==> config.mk <==
export PLATFORM = sky130hd
export DESIGN_NAME = pipe_io_debounce
export DESIGN_NICKNAME = d
export VERILOG_FILES = /design/src/rtl/pipe_io_pkg.sv /design/src/rtl/debounce_bit.sv /design/src/rtl/pipe_io_debounce.sv
export SDC_FILE = /design/constraint.sdc
export NUM_CORES = 1
export LEC_CHECK = 0
export ABC_CLOCK_PERIOD_IN_PS = 2400
export CORE_MARGIN = 3
export CORE_UTILIZATION = 25
export CTS_BUF_LIST = sky130_fd_sc_hd__clkbuf_4
export CTS_CLUSTER_DIAMETER = 100
export DETAILED_ROUTE_END_ITERATION = 8
export HOLD_SLACK_MARGIN = 0.1
export PLACE_DENSITY = 0.36
export SLEW_MARGIN = 20
export SYNTH_ARGS = -nofsm -noshare
export SYNTH_HDL_FRONTEND = slang
export SYNTH_SLANG_ARGS = --single-unit
==> constraint.sdc <==
create_clock -name clock -period 2.4 [get_ports clock]
set_input_delay 0.24 -clock clock [delete_from_list [all_inputs] [get_ports clock]]
set_output_delay 0.24 -clock clock [all_outputs]
set_load 0.02 [all_outputs]
==> src/rtl/pipe_io_pkg.sv <==
// Shared definitions for the switch/key I/O path: widths, reset levels and
// the memory-mapped addresses the data-memory stage decodes.
package pipe_io_pkg;
    localparam int NUM_SW  = 10;
    localparam int NUM_KEY = 3;

    localparam logic [NUM_SW-1:0]  SW_RST  = '0;
    localparam logic [NUM_KEY-1:0] KEY_RST = 3'b111;

    localparam logic [31:0] IO_KEY_ADDR = 32'hffffff70;
    localparam logic [31:0] IO_SW_ADDR  = 32'hffffff80;
endpackage

==> src/rtl/debounce_bit.sv <==
// One input bit: 2-flop synchronizer followed by a counter that accepts a new
// level only after DEBOUNCE_CYCLES consecutive cycles of disagreement.
module debounce_bit #(
    parameter int   DEBOUNCE_CYCLES = 500000,
    parameter int   CNT_W           = $clog2(DEBOUNCE_CYCLES),
    parameter logic RST_VAL         = 1'b0
) (
    input  logic clock,
    input  logic reset,
    input  logic i_raw,
    output logic o_stable
);
    localparam logic [CNT_W-1:0] CNT_MAX = CNT_W'(DEBOUNCE_CYCLES - 1);

    logic             r_s1;
    logic             r_s2;
    logic             r_stable;
    logic [CNT_W-1:0] r_cnt;

    always_ff @(posedge clock) begin
        if (reset) begin
            r_s1     <= RST_VAL;
            r_s2     <= RST_VAL;
            r_stable <= RST_VAL;
            r_cnt    <= '0;
        end else begin
            r_s1 <= i_raw;
            r_s2 <= r_s1;
            // Any agreement with the accepted level restarts the count, so a
            // glitch must persist for the full window before it is believed.
            if (r_s2 == r_stable) begin
                r_cnt <= '0;
            end else if (r_cnt == CNT_MAX) begin
                r_stable <= r_s2;
                r_cnt    <= '0;
            end else begin
                r_cnt <= r_cnt + CNT_W'(1);
            end
        end
    end

    assign o_stable = r_stable;
endmodule

==> src/rtl/pipe_io_debounce.sv <==
// Conditions board switches and keys for the data-memory I/O read path:
// per-bit synchronize/debounce, key-press pulses and clearable sticky flags.
module pipe_io_debounce
    import pipe_io_pkg::*;
#(
    parameter int DEBOUNCE_CYCLES = 500000,
    parameter int CNT_W           = $clog2(DEBOUNCE_CYCLES)
) (
    input  logic               clock,
    input  logic               reset,
    input  logic [NUM_SW-1:0]  sw_raw,
    input  logic [NUM_KEY:1]   key_raw,
    input  logic [NUM_KEY:1]   event_clr,
    output logic [NUM_SW-1:0]  sw_out,
    output logic [NUM_KEY:1]   key_out,
    output logic [NUM_KEY:1]   key_press,
    output logic [NUM_KEY:1]   key_event
);
    logic [NUM_SW-1:0] w_sw_stable;
    logic [NUM_KEY:1]  w_key_stable;
    logic [NUM_KEY:1]  r_key_d;
    logic [NUM_KEY:1]  r_press;
    logic [NUM_KEY:1]  r_event;

    for (genvar i = 0; i < NUM_SW; i++) begin : g_sw
        debounce_bit #(
            .DEBOUNCE_CYCLES (DEBOUNCE_CYCLES),
            .CNT_W           (CNT_W),
            .RST_VAL         (SW_RST[i])
        ) u_bit (
            .clock    (clock),
            .reset    (reset),
            .i_raw    (sw_raw[i]),
            .o_stable (w_sw_stable[i])
        );
    end

    for (genvar i = 1; i <= NUM_KEY; i++) begin : g_key
        debounce_bit #(
            .DEBOUNCE_CYCLES (DEBOUNCE_CYCLES),
            .CNT_W           (CNT_W),
            .RST_VAL         (KEY_RST[i-1])
        ) u_bit (
            .clock    (clock),
            .reset    (reset),
            .i_raw    (key_raw[i]),
            .o_stable (w_key_stable[i])
        );
    end

    // Keys are active-low, so a press is a 1->0 edge of the debounced level;
    // a set in the same cycle as a clear wins so no press is ever dropped.
    always_ff @(posedge clock) begin
        if (reset) begin
            r_key_d <= KEY_RST;
            r_press <= '0;
            r_event <= '0;
        end else begin
            r_key_d <= w_key_stable;
            r_press <= r_key_d & ~w_key_stable;
            r_event <= r_press | (r_event & ~event_clr);
        end
    end

    assign sw_out    = w_sw_stable;
    assign key_out   = w_key_stable;
    assign key_press = r_press;
    assign key_event = r_event;
endmodule

# Yosys cells after proc, flatten, opt, wreduce, memory -nomap -nowiden
# Index checks and enable logic that the tools add are counted.
# totals
inputBits	18
wordCells	138
out_inout_bits	19
reg_bits	295
# classes
n_addsub	13
n_reduce_logical	26
bitwise_logic	18
eq_ne	26
# ops
operator	count
19-bit by 1-bit adder with 19-bit output (second input constant)	13
19-bit == test (second input constant)	13
3-bit OR reduction	13
2-bit AND reduction	13
1-bit == test	13
1-bit inverter	13
3-bit AND	2
3-bit inverter	2
3-bit OR	1

# Longest topological paths before layout
# depth
word_depth	3
mapped_depth	7
depth_no_buf	5

# Modules after synthesis
# From an unflattened synthesis, not the netlist that was laid out.
# hier_totals
hier_cells	1449
area_unflattened_um2	13377.8
# modules_own_cells
mod	n_inst	area_per_inst_um2	cells_each	seq_area_each_um2
debounce_bit (g_sw[0].u_bit ...)	9	984.7	109	440.4
debounce_bit (g_key[1].u_bit ...)	3	1051.0	110	440.4
debounce_bit (g_sw[9].u_bit)	1	1081.0	111	440.4
pipe_io_debounce	1	281.5	27	180.2

# Least setup slack after synthesis
# Ideal clock, no wire load.
# synth_timing
path_kind	reg2reg
startpoint	register g_sw[0].u_bit.r_cnt[0]
endpoint	register g_sw[0].u_bit.r_cnt[10]
required_time_ns	2.283
setup_time_ns	0.117
path_buffers	1
period_less_slack_ns	1.941
arrival_ns	1.824
slack_ns	0.459
path_stages_with_launch	7
path_cell_list	dfxtp_1 ha_1 nand3_1 or3_1 o211ai_2 buf_2 nor2_1
# synth_via
elab_chain_cells	2
word_cells_on_any_way	3
cone_classes	1 x add/sub; 1 x eq/ne; 1 x reduce/logical
# synth_rtl
item	line	source
start: declaration	debounce_bit.sv:18	logic [CNT_W-1:0] r_cnt;
start signal: assignment	debounce_bit.sv:37	r_cnt <= r_cnt + CNT_W'(1);
parallel branches: the longest is 2 deep, another holds 19-bit by 1-bit adder with 19-bit output	-	
# Parallel ways; which one is timed is not known.
# A chain may end at the register's enable or synchronous reset.

# Final worst setup path
# layout_timing
startpoint	register g_sw[7].u_bit.r_stable
endpoint	output port sw_out[7]
# layout_lines
item	line	source
start: declaration	debounce_bit.sv:17	logic r_stable;
start signal: assignment	debounce_bit.sv:34	r_stable <= r_s2;
end: declaration	pipe_io_debounce.sv:14	output logic [NUM_SW-1:0] sw_out,
# No word-level cell between the ends.

==> out/metrics.yaml <==
outcome:
  run_status: "completed"
worst_setup_path:
  slowest_delay_ns: 0.65
  critPathMaxFanout: 3
  worstPathCellList: "clkdlybuf4s50_1"
  path_buf_inv: 1
  crit_type: "reg -> out"
  crit_required_ns: 2.16
  cpMaxStageDelayCell: "clkdlybuf4s50_1"
  rr_startpoint: "g_sw[8].u_bit.r_cnt[7]"
  reg2reg_depth: 4
  worstPathArrival_ns: 1.84
  r2r-end: "g_sw[8].u_bit.r_cnt[12]"
  r2r_setup_slack_ns: 0.32
  start_kind: "flip-flop"
  critical-path-top-delay-family: "buffers and inverters"
  endpoint_kind: "output pin"
yosys:
  synth_top_area_cell: "dfxtp_1"
  synth_common_cells: "dfxtp_1 (295), nor2_1 (205), xnor2_1 (92)"
  ys_warn_count: 0
  synth.area.top_cells: "dfxtp_1 (46%), xnor2_1 (6.3%), nor2_1 (6.0%), xor2_1 (5.3%), nand3_1 (3.5%)"
  ys_seq_elements: 295
  ys_seq_area_share_pct: 46.13
  synthFlopType: "dfxtp_1"
  yosysMostFrequentCell: "dfxtp_1"
  avgSynthCellArea_um2: 8.764
  synth_cell_types: 50
  synth.net_count: 1492
  synth-async-reset-ratio_pct: 0
  synth-edff-count: 0
  synth_top_area_share_pct: 46.13
  postSynthCellCount: 1461
  synth_area_mm2: 0.01280
power_and_ir_drop:
  power.density_mw_per_mm2: 648.8
  combPwrFrac_pct: 1.6
  ir_worst_vdd_uv: 325.5
  seq_power_share_pct: 50.1
  swShare_pct: 23.38
  switchingPower_w: 0.002304
  p_int_w: 0.007551
  cellLeakagePower_nw: 4.597
  total_power_w: 0.009855
  clkPwrFrac_pct: 48.3
die:
  start_util_pct: 25.42
  die_h_um: 232.3
  fp.dieW_um: 232.3
  die_area_mm2: 0.05397
  row_count: 82
  ios: 37
  core_area_mm2: 0.05038
global_route:
  grt_pass1_wl_um: 48510
  antenna_found_initial: 2
  grt_max_degree: 47
  grt-ovfl-total: 0
  grt_use_total_pct: 10.74
  grt_pass1_vias: 9981
route:
  post_drt_wl_per_cell_um: 12.15
  final_antenna_net_count: 0
  drtIter0Drc: 458
  dr.pass1.iters: 7
  post_drt_via_cell_ratio: 4.465
  routed_wl_um: 28140
  drc_errors: 0
  num_vias: 10342
placed_design:
  hpwl_um: 18040
  gp_congestion: 0.7330
  dpl-instance-area_mm2: 0.01391
  io_buffers: 36
  dp_slack_ns: 0.2877
sta:
  setup_viol: 0
  rsz0062_at_grt: "no"
  layout_setup_ws_ns: 0.3181
  hold_ws_ns: 0.4094
  worstMarginPinSlew_ns: 0.6390
  slew_viol_final: 0
  setup-tns-final_ns: 0
  period_needed_ns: 2.082
  relSlewSlack_pct: 57.01
  fmax_ghz: 0.4803
  clock_skew_ns: 0.03973
  post-route-period-util_pct: 86.75
  hold_viol: 0
clock_tree:
  cts_tree: "built"
  clock_latency_ns: 0.77
  clockRootBuffer: "clkbuf_4"
  clkTransAtPathRegs_ns: 0.06
  cts_sinks: 295
  cts-buffers-inserted: 91
  clockBufferDepth: 3
  cts_setup_buffers: 0
  h-tree-depth: 3
final_layout:
  area_growth_pct: 18.64
  drive_gt1_share_pct: 11.76
  fin_nets: 1611
  final_cell_area_mm2: 0.01519
min_path:
  hold_start: "g_key[2].u_bit.r_s1"
  hold_end: "g_key[2].u_bit.r_s2"
  min_path_type: "reg -> reg"
  hold_path_depth: 1
run:
  maxCapViolCount: 0
[state kept, by name (all words and copies together), names as in the netlist]
signal and cells:
g_sw.u_bit.r_cnt 190, g_key.u_bit.r_cnt 57, g_sw.u_bit.o_stable 10, g_sw.u_bit.r_s1 10, g_sw.u_bit.r_s2 10, g_key.u_bit.o_stable 3, g_key.u_bit.r_s1 3, g_key.u_bit.r_s2 3
key_event 3, key_press 3, r_key_d 3
[power by group through the flow]
stage | clock, W | sequential (W) | combinational [W]
after CTS | 0.00509 | 0.00494 | 0.000165
final | 0.00476 | 0.00494 | 0.000158
after global placement | 0 | 0.00505 | 0.000141
after floorplan | 0 | 0.00504 | 0.0000749
after detailed placement | 0 | 0.00505 | 0.000140
after global routing | 0.00536 | 0.00494 | 0.000179
[final cells by class]
cell class | instances | area (µm²)
Inverter | 52 | 195.2
Fill cell | 5392 | 35190
Multi-Input combinational cell | 1062 | 6436
Antenna cell | 3 | 7.507
Timing Repair Buffer | 78 | 715.7
Clock inverter | 18 | 67.56
Clock buffer | 136 | 1021
Sequential cell | 295 | 5906
Tap cell | 672 | 840.8
[kinds of logic after synthesis]
group / count (synthesis) / share of synthesized area (%)
flip-flops: 295 / 46.13
buffers and inverters: 104 / 3.606
AO/OA/AOI/OAI: 168 / 7.896
XOR/XNOR: 170 / 11.63
AND/OR/NAND/NOR: 710 / 29.40
adder cells (fa/ha/maj): 13 / 1.270
multiplexers: 1 / 0.07818
[per-layer routing]
metal	GRT usage (%)	up-vias	routed length [µm]
met3	3.790	65	1435
met4	4.822	0	790
met2	15.78	148	11780
li1	-	5455	-
met5	0	-	0
met1	14.10	4674	14130
[layout by cell type (no fill, tap or decap), types with 53 or more instances in the layout]
master / Yosys / final
dfxtp_1: 295 / 295
nor2_1: 205 / 205
clkbuf_4: 0 / 136
xnor2_1: 92 / 92
nand2_1: 91 / 91
nand3_1: 90 / 90
xor2_1: 78 / 78
a21oi_1: 74 / 74
nand4_1: 60 / 60
or3_1: 53 / 53
[worst max path at each step]
stage                            startpoint                      end  cells after the start
floorplan            g_sw[0].u_bit.r_cnt[0]  g_sw[0].u_bit.r_cnt[10]                      6
global placement     g_sw[8].u_bit.r_cnt[7]  g_sw[8].u_bit.r_cnt[12]                      4
detailed placement   g_sw[8].u_bit.r_cnt[7]  g_sw[8].u_bit.r_cnt[12]                      4
CTS                 g_key[3].u_bit.o_stable               key_out[3]                      1
global route        g_key[3].u_bit.o_stable               key_out[3]                      1
finish               g_sw[7].u_bit.o_stable                sw_out[7]                      1
[through the flow]
| stage | std cells | utilization [%] |
|---|---|---|
| final | 2316 | 30.15 |
| after floorplan | 1461 | - |
| after global placement | 2141 | 27.62 |
| after CTS | 2313 | 30.14 |
| after detailed placement | 2141 | 27.62 |
| after global routing | 2316 | 30.15 |
[timing repair]
action                                 in CTS  in global routing
resized for setup                           0                  0
endpoints found under the hold margin      75                  0
hold buffers                               18                  0
Note: power is estimated with default switching activity, not from simulation.
==> patch 1, RTL diff (config.mk and constraints unchanged) <==
Register the outputs `sw_out` and `key_out`, cleared by the reset; this adds one clock of latency there. The other outputs are not delayed to match.
--- a/src/rtl/pipe_io_debounce.sv
+++ b/src/rtl/pipe_io_debounce.sv
@@ -63,6 +63,13 @@
     end
 
-    assign sw_out    = w_sw_stable;
-    assign key_out   = w_key_stable;
+    always_ff @(posedge clock) begin
+        if (reset) begin
+            sw_out  <= '0;
+            key_out <= '0;
+        end else begin
+            sw_out  <= w_sw_stable;
+            key_out <= w_key_stable;
+        end
+    end
     assign key_press = r_press;
     assign key_event = r_event;
Behaviour: not the same (a bounded check fails within 4 cycles, from zero or initial values and one cycle with reset high).
==> patch 1 against the unedited design <==
- count of clock-buffer cells in the layout shrank 7
- sequential cell count grew 13
- synthesized area up 2.2%
- synthesized cell count rose by 0.21%
- sequential share of layout area grew 1.0 points
- critical endpoint is now g_sw[8].u_bit.r_cnt[10]
- setup slack lost 0.069 ns
- final area up 1.7%
- die area is 2.1% higher
- routed wire length grew 1.0%
- critical path type is now flip-flop to flip-flop
- total power rose by 0.96%
- hold slack got worse by 0.17 ns
==> patch 1: results (changes against the unedited design) <==
Critical path
  – Crit path arrival time: 2.76 ns (+0.92 ns)
  – Slowest cell on crit path: or4_1
  – Crit Path Max Fanout: 17 (+14)
  – Crit-path leading delay family: simple AND/OR/NAND/NOR gates
  – Critical Path Max Stage Delay: 0.56 ns (-0.09 ns)
  – Flop2flop setup slack: 0.25 ns (-0.07 ns)
  – Worst R2R Path Depth: 4 (unchanged)

Final layout
  – Fin nets: 1,623 (+0.74%)
  – Non-Filler Instances: 2,325 (+0.39%)
  – Filler Cells Inserted: 5,530 (+2.6%)
  – Register area: 0.00617 mm² (+4.4%)
  – Layout cell share with drive strength beyond 1: 11.6% (-0.18 points)

Pwr
  – Seq. pwr: 5.16 mW (+4.5%)
  – Peak supply drop: 0.381 mV (+17%)
  – Clock group power: 4.62 mW (-3%)
  – Int Power: 7.64 mW (+1.2%)
  – Leakage power: 4.80 nW (+4.5%)

Clocking
  – CTS buffer count: 92 (+1.1%)

Timing
  – Hold WS: 0.239 ns (-0.170 ns)
  – Final Skew: 0.0342 ns (-0.00557 ns)
  – Max_slew headroom: 59.9% (+2.9 points)

Hold path
  – Hold path depth: 3 (+2)
  – WHS Endpoint: key_event[1]
  – HP Start: reset
  – Worst min-delay path category: primary input to flip-flop

Synth
  – Synth Area per Inst: 8.94 µm² (+2.0%)
  – Main area contributors after synthesis: dfxtp_1 (47%), xor2_1 (6.2%), nor2_1 (5.9%), xnor2_1 (5.2%), nand3_1 (3.4%)
  – Yosys cell types: 49 (-2.0%)
  – Top post-synthesis cells by count: dfxtp_1 (308), nor2_1 (204), xor2_1 (93), nand3_1 (89), nand2_1 (86)
  – Post-synthesis sequential area ratio: 47.1% (+1.0 points)

GRT
  – Vias in the first global route: 10,200 (+2.5%)
  – First-pass GRT wire length: 48,800 µm (+0.68%)
  – Gr usage total: 10.4% (-0.38 points)
  – Largest net degree at the start of global routing: 28 (-40%)

Place
  – Cell Area, Placed: 0.0143 mm² (+2.5%)
  – Post-Place Setup Slack: 0.274 ns (-0.0137 ns)
  – Placed insts: 2,162 (+0.98%)
  – Final Wtd Congestion: 0.736 (+0.45%)

Route
  – Number of DRC markers in iteration 0: 289 (-37%)
  – Detailed-route vias per instance: 4.47 (about the same)
  – Final wirelength: 28,400 µm (+1.0%)
  – Pre-antenna DRT Iters: 4 (-3)

Status
  – Status: completed
[patch 1: worst max path at each step]
| stage | to | cells past startpoint | slack, ns | start |
|---|---|---|---|---|
| 6_report | g_sw[8].u_bit.r_cnt[10] | 4 | 0.25 | g_sw[8].u_bit.r_cnt[7] |
| 5_1_grt | g_key[2].u_bit.r_cnt[11] | 4 | 0.16 | g_key[2].u_bit.r_cnt[8] |
| 4_1_cts | g_sw[8].u_bit.r_cnt[10] | 4 | 0.24 | g_sw[8].u_bit.r_cnt[7] |
| 3_5_place_dp | g_key[2].u_bit.r_cnt[6] | 4 | 0.27 | g_key[2].u_bit.r_cnt[5] |
| 3_3_place_gp | g_key[2].u_bit.r_cnt[11] | 4 | 0.30 | g_key[2].u_bit.r_cnt[12] |
| 2_1_floorplan | g_sw[2].u_bit.r_cnt[10] | 5 | 0.45 | g_sw[2].u_bit.r_cnt[5] |
[patch 1: repair_timing]
item,4_1_cts,5_1_grt
endpoints found under the hold margin,73,0
setup buffers,0,0
hold buffers,16,0
[patch 1: cell families after synthesis]
family	share of synthesized area, %
compound gates	8.07
fa+ha+maj	1.24
flops	47.1
xor+xnor	11.4
buf+inv	2.99
simple gates	29.2
[patch 1: cell type report]
type,count,share of cell area (%)
multi-input cells,1062,42.2
clock buffers,129,6.27
clock inverters,13,0.340
inverters,55,1.34
repair buffers,73,4.36
flip-flops and latches,308,39.9
diodes,5,0.0810
well taps,680,5.51
[patch 1: metal layers]
metal  routed length [µm]  up-vias  global-route usage [%]  share of wire (%)
met3                 1270       77                    3.33                4.5
met1                14200     4702                    13.5                 50
li1                     -     5454                       -                  -
met4                  773        0                    4.60                2.7
met5                    0        -                       0                  0
met2                12200      151                    15.7                 43
==> patch 2, RTL diff (same flow settings) <==
Made on the original files. The package constant `NUM_SW` goes from 10 to 5.
--- a/src/rtl/pipe_io_pkg.sv
+++ b/src/rtl/pipe_io_pkg.sv
@@ -2,5 +2,5 @@
 // the memory-mapped addresses the data-memory stage decodes.
 package pipe_io_pkg;
-    localparam int NUM_SW  = 10;
+    localparam int NUM_SW  = 5;
     localparam int NUM_KEY = 3;
 
Ports: changed (resized sw_out and sw_raw); port bits go from 37 to 27. The function was not compared with the original's and may differ.
==> patch 2 against the unedited design <==
- via count fell by 41%
- largest cell class unchanged
- first-iteration DRC count fell by 39%
- total power fell by 49%
- global-route usage fell by 0.60 points
- critical endpoint is now g_sw[1].u_bit.r_cnt[18]
- synthesized area fell by 38%
- setup slack improved by 0.024 ns
- sequential cell count fell by 110
- final area fell by 41%
- sequential power fell by 37%
- routed wire length fell by 41%
==> patch 2: results (changes against the unedited design) <==
Synth
  – Main area contributors after synthesis: dfxtp_1 (47%), xor2_1 (5.9%), nor2_1 (5.9%), xnor2_1 (5.4%), nand3_1 (3.5%)
  – Syn Nets: 924 (-38%)
  – Post-synthesis sequential area ratio: 46.5% (+0.38 points)
  – Synth Area per Inst: 8.82 µm² (+0.64%)
  – Yosys cell types: 41 (-18%)
  – Yosys top cell area share: 46.5% (+0.38 points)

Route
  – Pre-antenna DRT Iters: 4 (-3)
  – Metal3 WL: 399 µm (-72%)
  – Number of DRC markers in iteration 0: 278 (-39%)
  – Final wirelength: 16,700 µm (-41%)
  – Met1 WL: 9090 µm (-36%)
  – WL met2: 6970 µm (-41%)

Status
  – Status: completed

Timing
  – Pin slew with the least headroom to its limit: 0.428 ns (-0.211 ns)
  – Final Skew: 0.0318 ns (-0.00796 ns)
  – Hold WS: 0.221 ns (-0.188 ns)

Clocking
  – Clock Path Buffers: 2 (-1)
  – Post-CTS setup buffer count: 0 (unchanged)
  – CTS H-tree lvls: 4 (+1)
  – CTS buffer count: 17 (-81%)
  – Reg clk slew, reported paths: 0.15 ns (+0.09 ns)

Final layout
  – Layout cell share with drive strength beyond 1: 7.20% (-4.6 points)
  – Non-Filler Instances: 1,343 (-42%)
  – Biggest regs: g_sw.u_bit.r_cnt (95), g_key.u_bit.r_cnt (57)

Critical path
  – Crit Path Max Fanout: 19 (+16)
  – Slowest cell on crit path: or4_4
  – Crit-path leading delay family: simple AND/OR/NAND/NOR gates
  – Critical Path Max Stage Delay: 0.55 ns (-0.10 ns)
  – Crit path arrival time: 2.51 ns (+0.67 ns)
  – Flop2flop setup slack: 0.34 ns (+0.02 ns)

Place
  – Final Wtd Congestion: 0.718 (-2.1%)
  – Post-DP HPWL: 11,300 µm (-37%)
  – Port Buffers: 26 (-28%)

GRT
  – Antenna violations before repair: 1 (-1)
  – First-pass GRT wire length: 28,500 µm (-41%)
  – Vias in the first global route: 5,720 (-43%)
  – Largest net degree at the start of global routing: 28 (-40%)
  – Gr usage total: 10.1% (-0.60 points)

Pwr
  – Peak supply drop: 0.322 mV (-1.2%)
  – Leakage power: 2.63 nW (-43%)

Die
  – Core Box Area: 0.0310 mm² (-38%)
==> patch 2: cell families after synthesis <==
group                    after synthesis  synth area share, %
AND/OR/NAND/NOR                      429                 28.7
flip-flops                           185                 46.5
AO/OA/AOI/OAI                        109                 8.34
XOR/XNOR                             103                 11.3
buffers and inverters                 69                 3.83
adder cells (fa/ha/maj)                8                 1.26
==> patch 2: power breakdown <==
part           internal, mW  switching [mW]  total (mW)
Clock                 0.719            1.10        1.82
Combinational        0.0403          0.0484      0.0887
Sequential             3.09         0.00924        3.10
Total                  3.85            1.16        5.01
==> patch 2: layout make-up <==
cell class	instances	area [µm²]	share of cell area, %
Clock inverter	14	156	1.74
Sequential cell	185	3700	41.3
Clock buffer	18	135	1.51
Inverter	37	139	1.55
Tap cell	396	495	5.53
Timing Repair Buffer	41	373	4.16
Antenna cell	3	7.51	0.0837
Multi-Input combinational cell	649	3960	44.1
==> patch 2: stage by stage <==
step                      utilization [%]  area (µm²)
after floorplan                         -        7960
after global placement               28.0        8670
after detailed placement             28.0        8670
after CTS                            28.9        8960
after global routing                 28.9        8960
final                                28.9        8960
==> patch 2: final timing paths <==
path,startpoint,end,depth (start not counted)
setup / recovery,g_sw[1].u_bit.r_cnt[7],g_sw[1].u_bit.r_cnt[18],5
hold / removal,sw_raw[2],g_sw[2].u_bit.r_s1,2
setup reg to reg,g_sw[1].u_bit.r_cnt[7],g_sw[1].u_bit.r_cnt[18],5
hold reg to reg,r_key_d[1],key_press[1],2
==> patch 2: routing by layer <==
metal,up-vias,global-route usage [%]
met5,-,0
li1,3228,-
met1,2800,14.4
met4,0,3.21
met3,11,2.37
met2,46,15.2
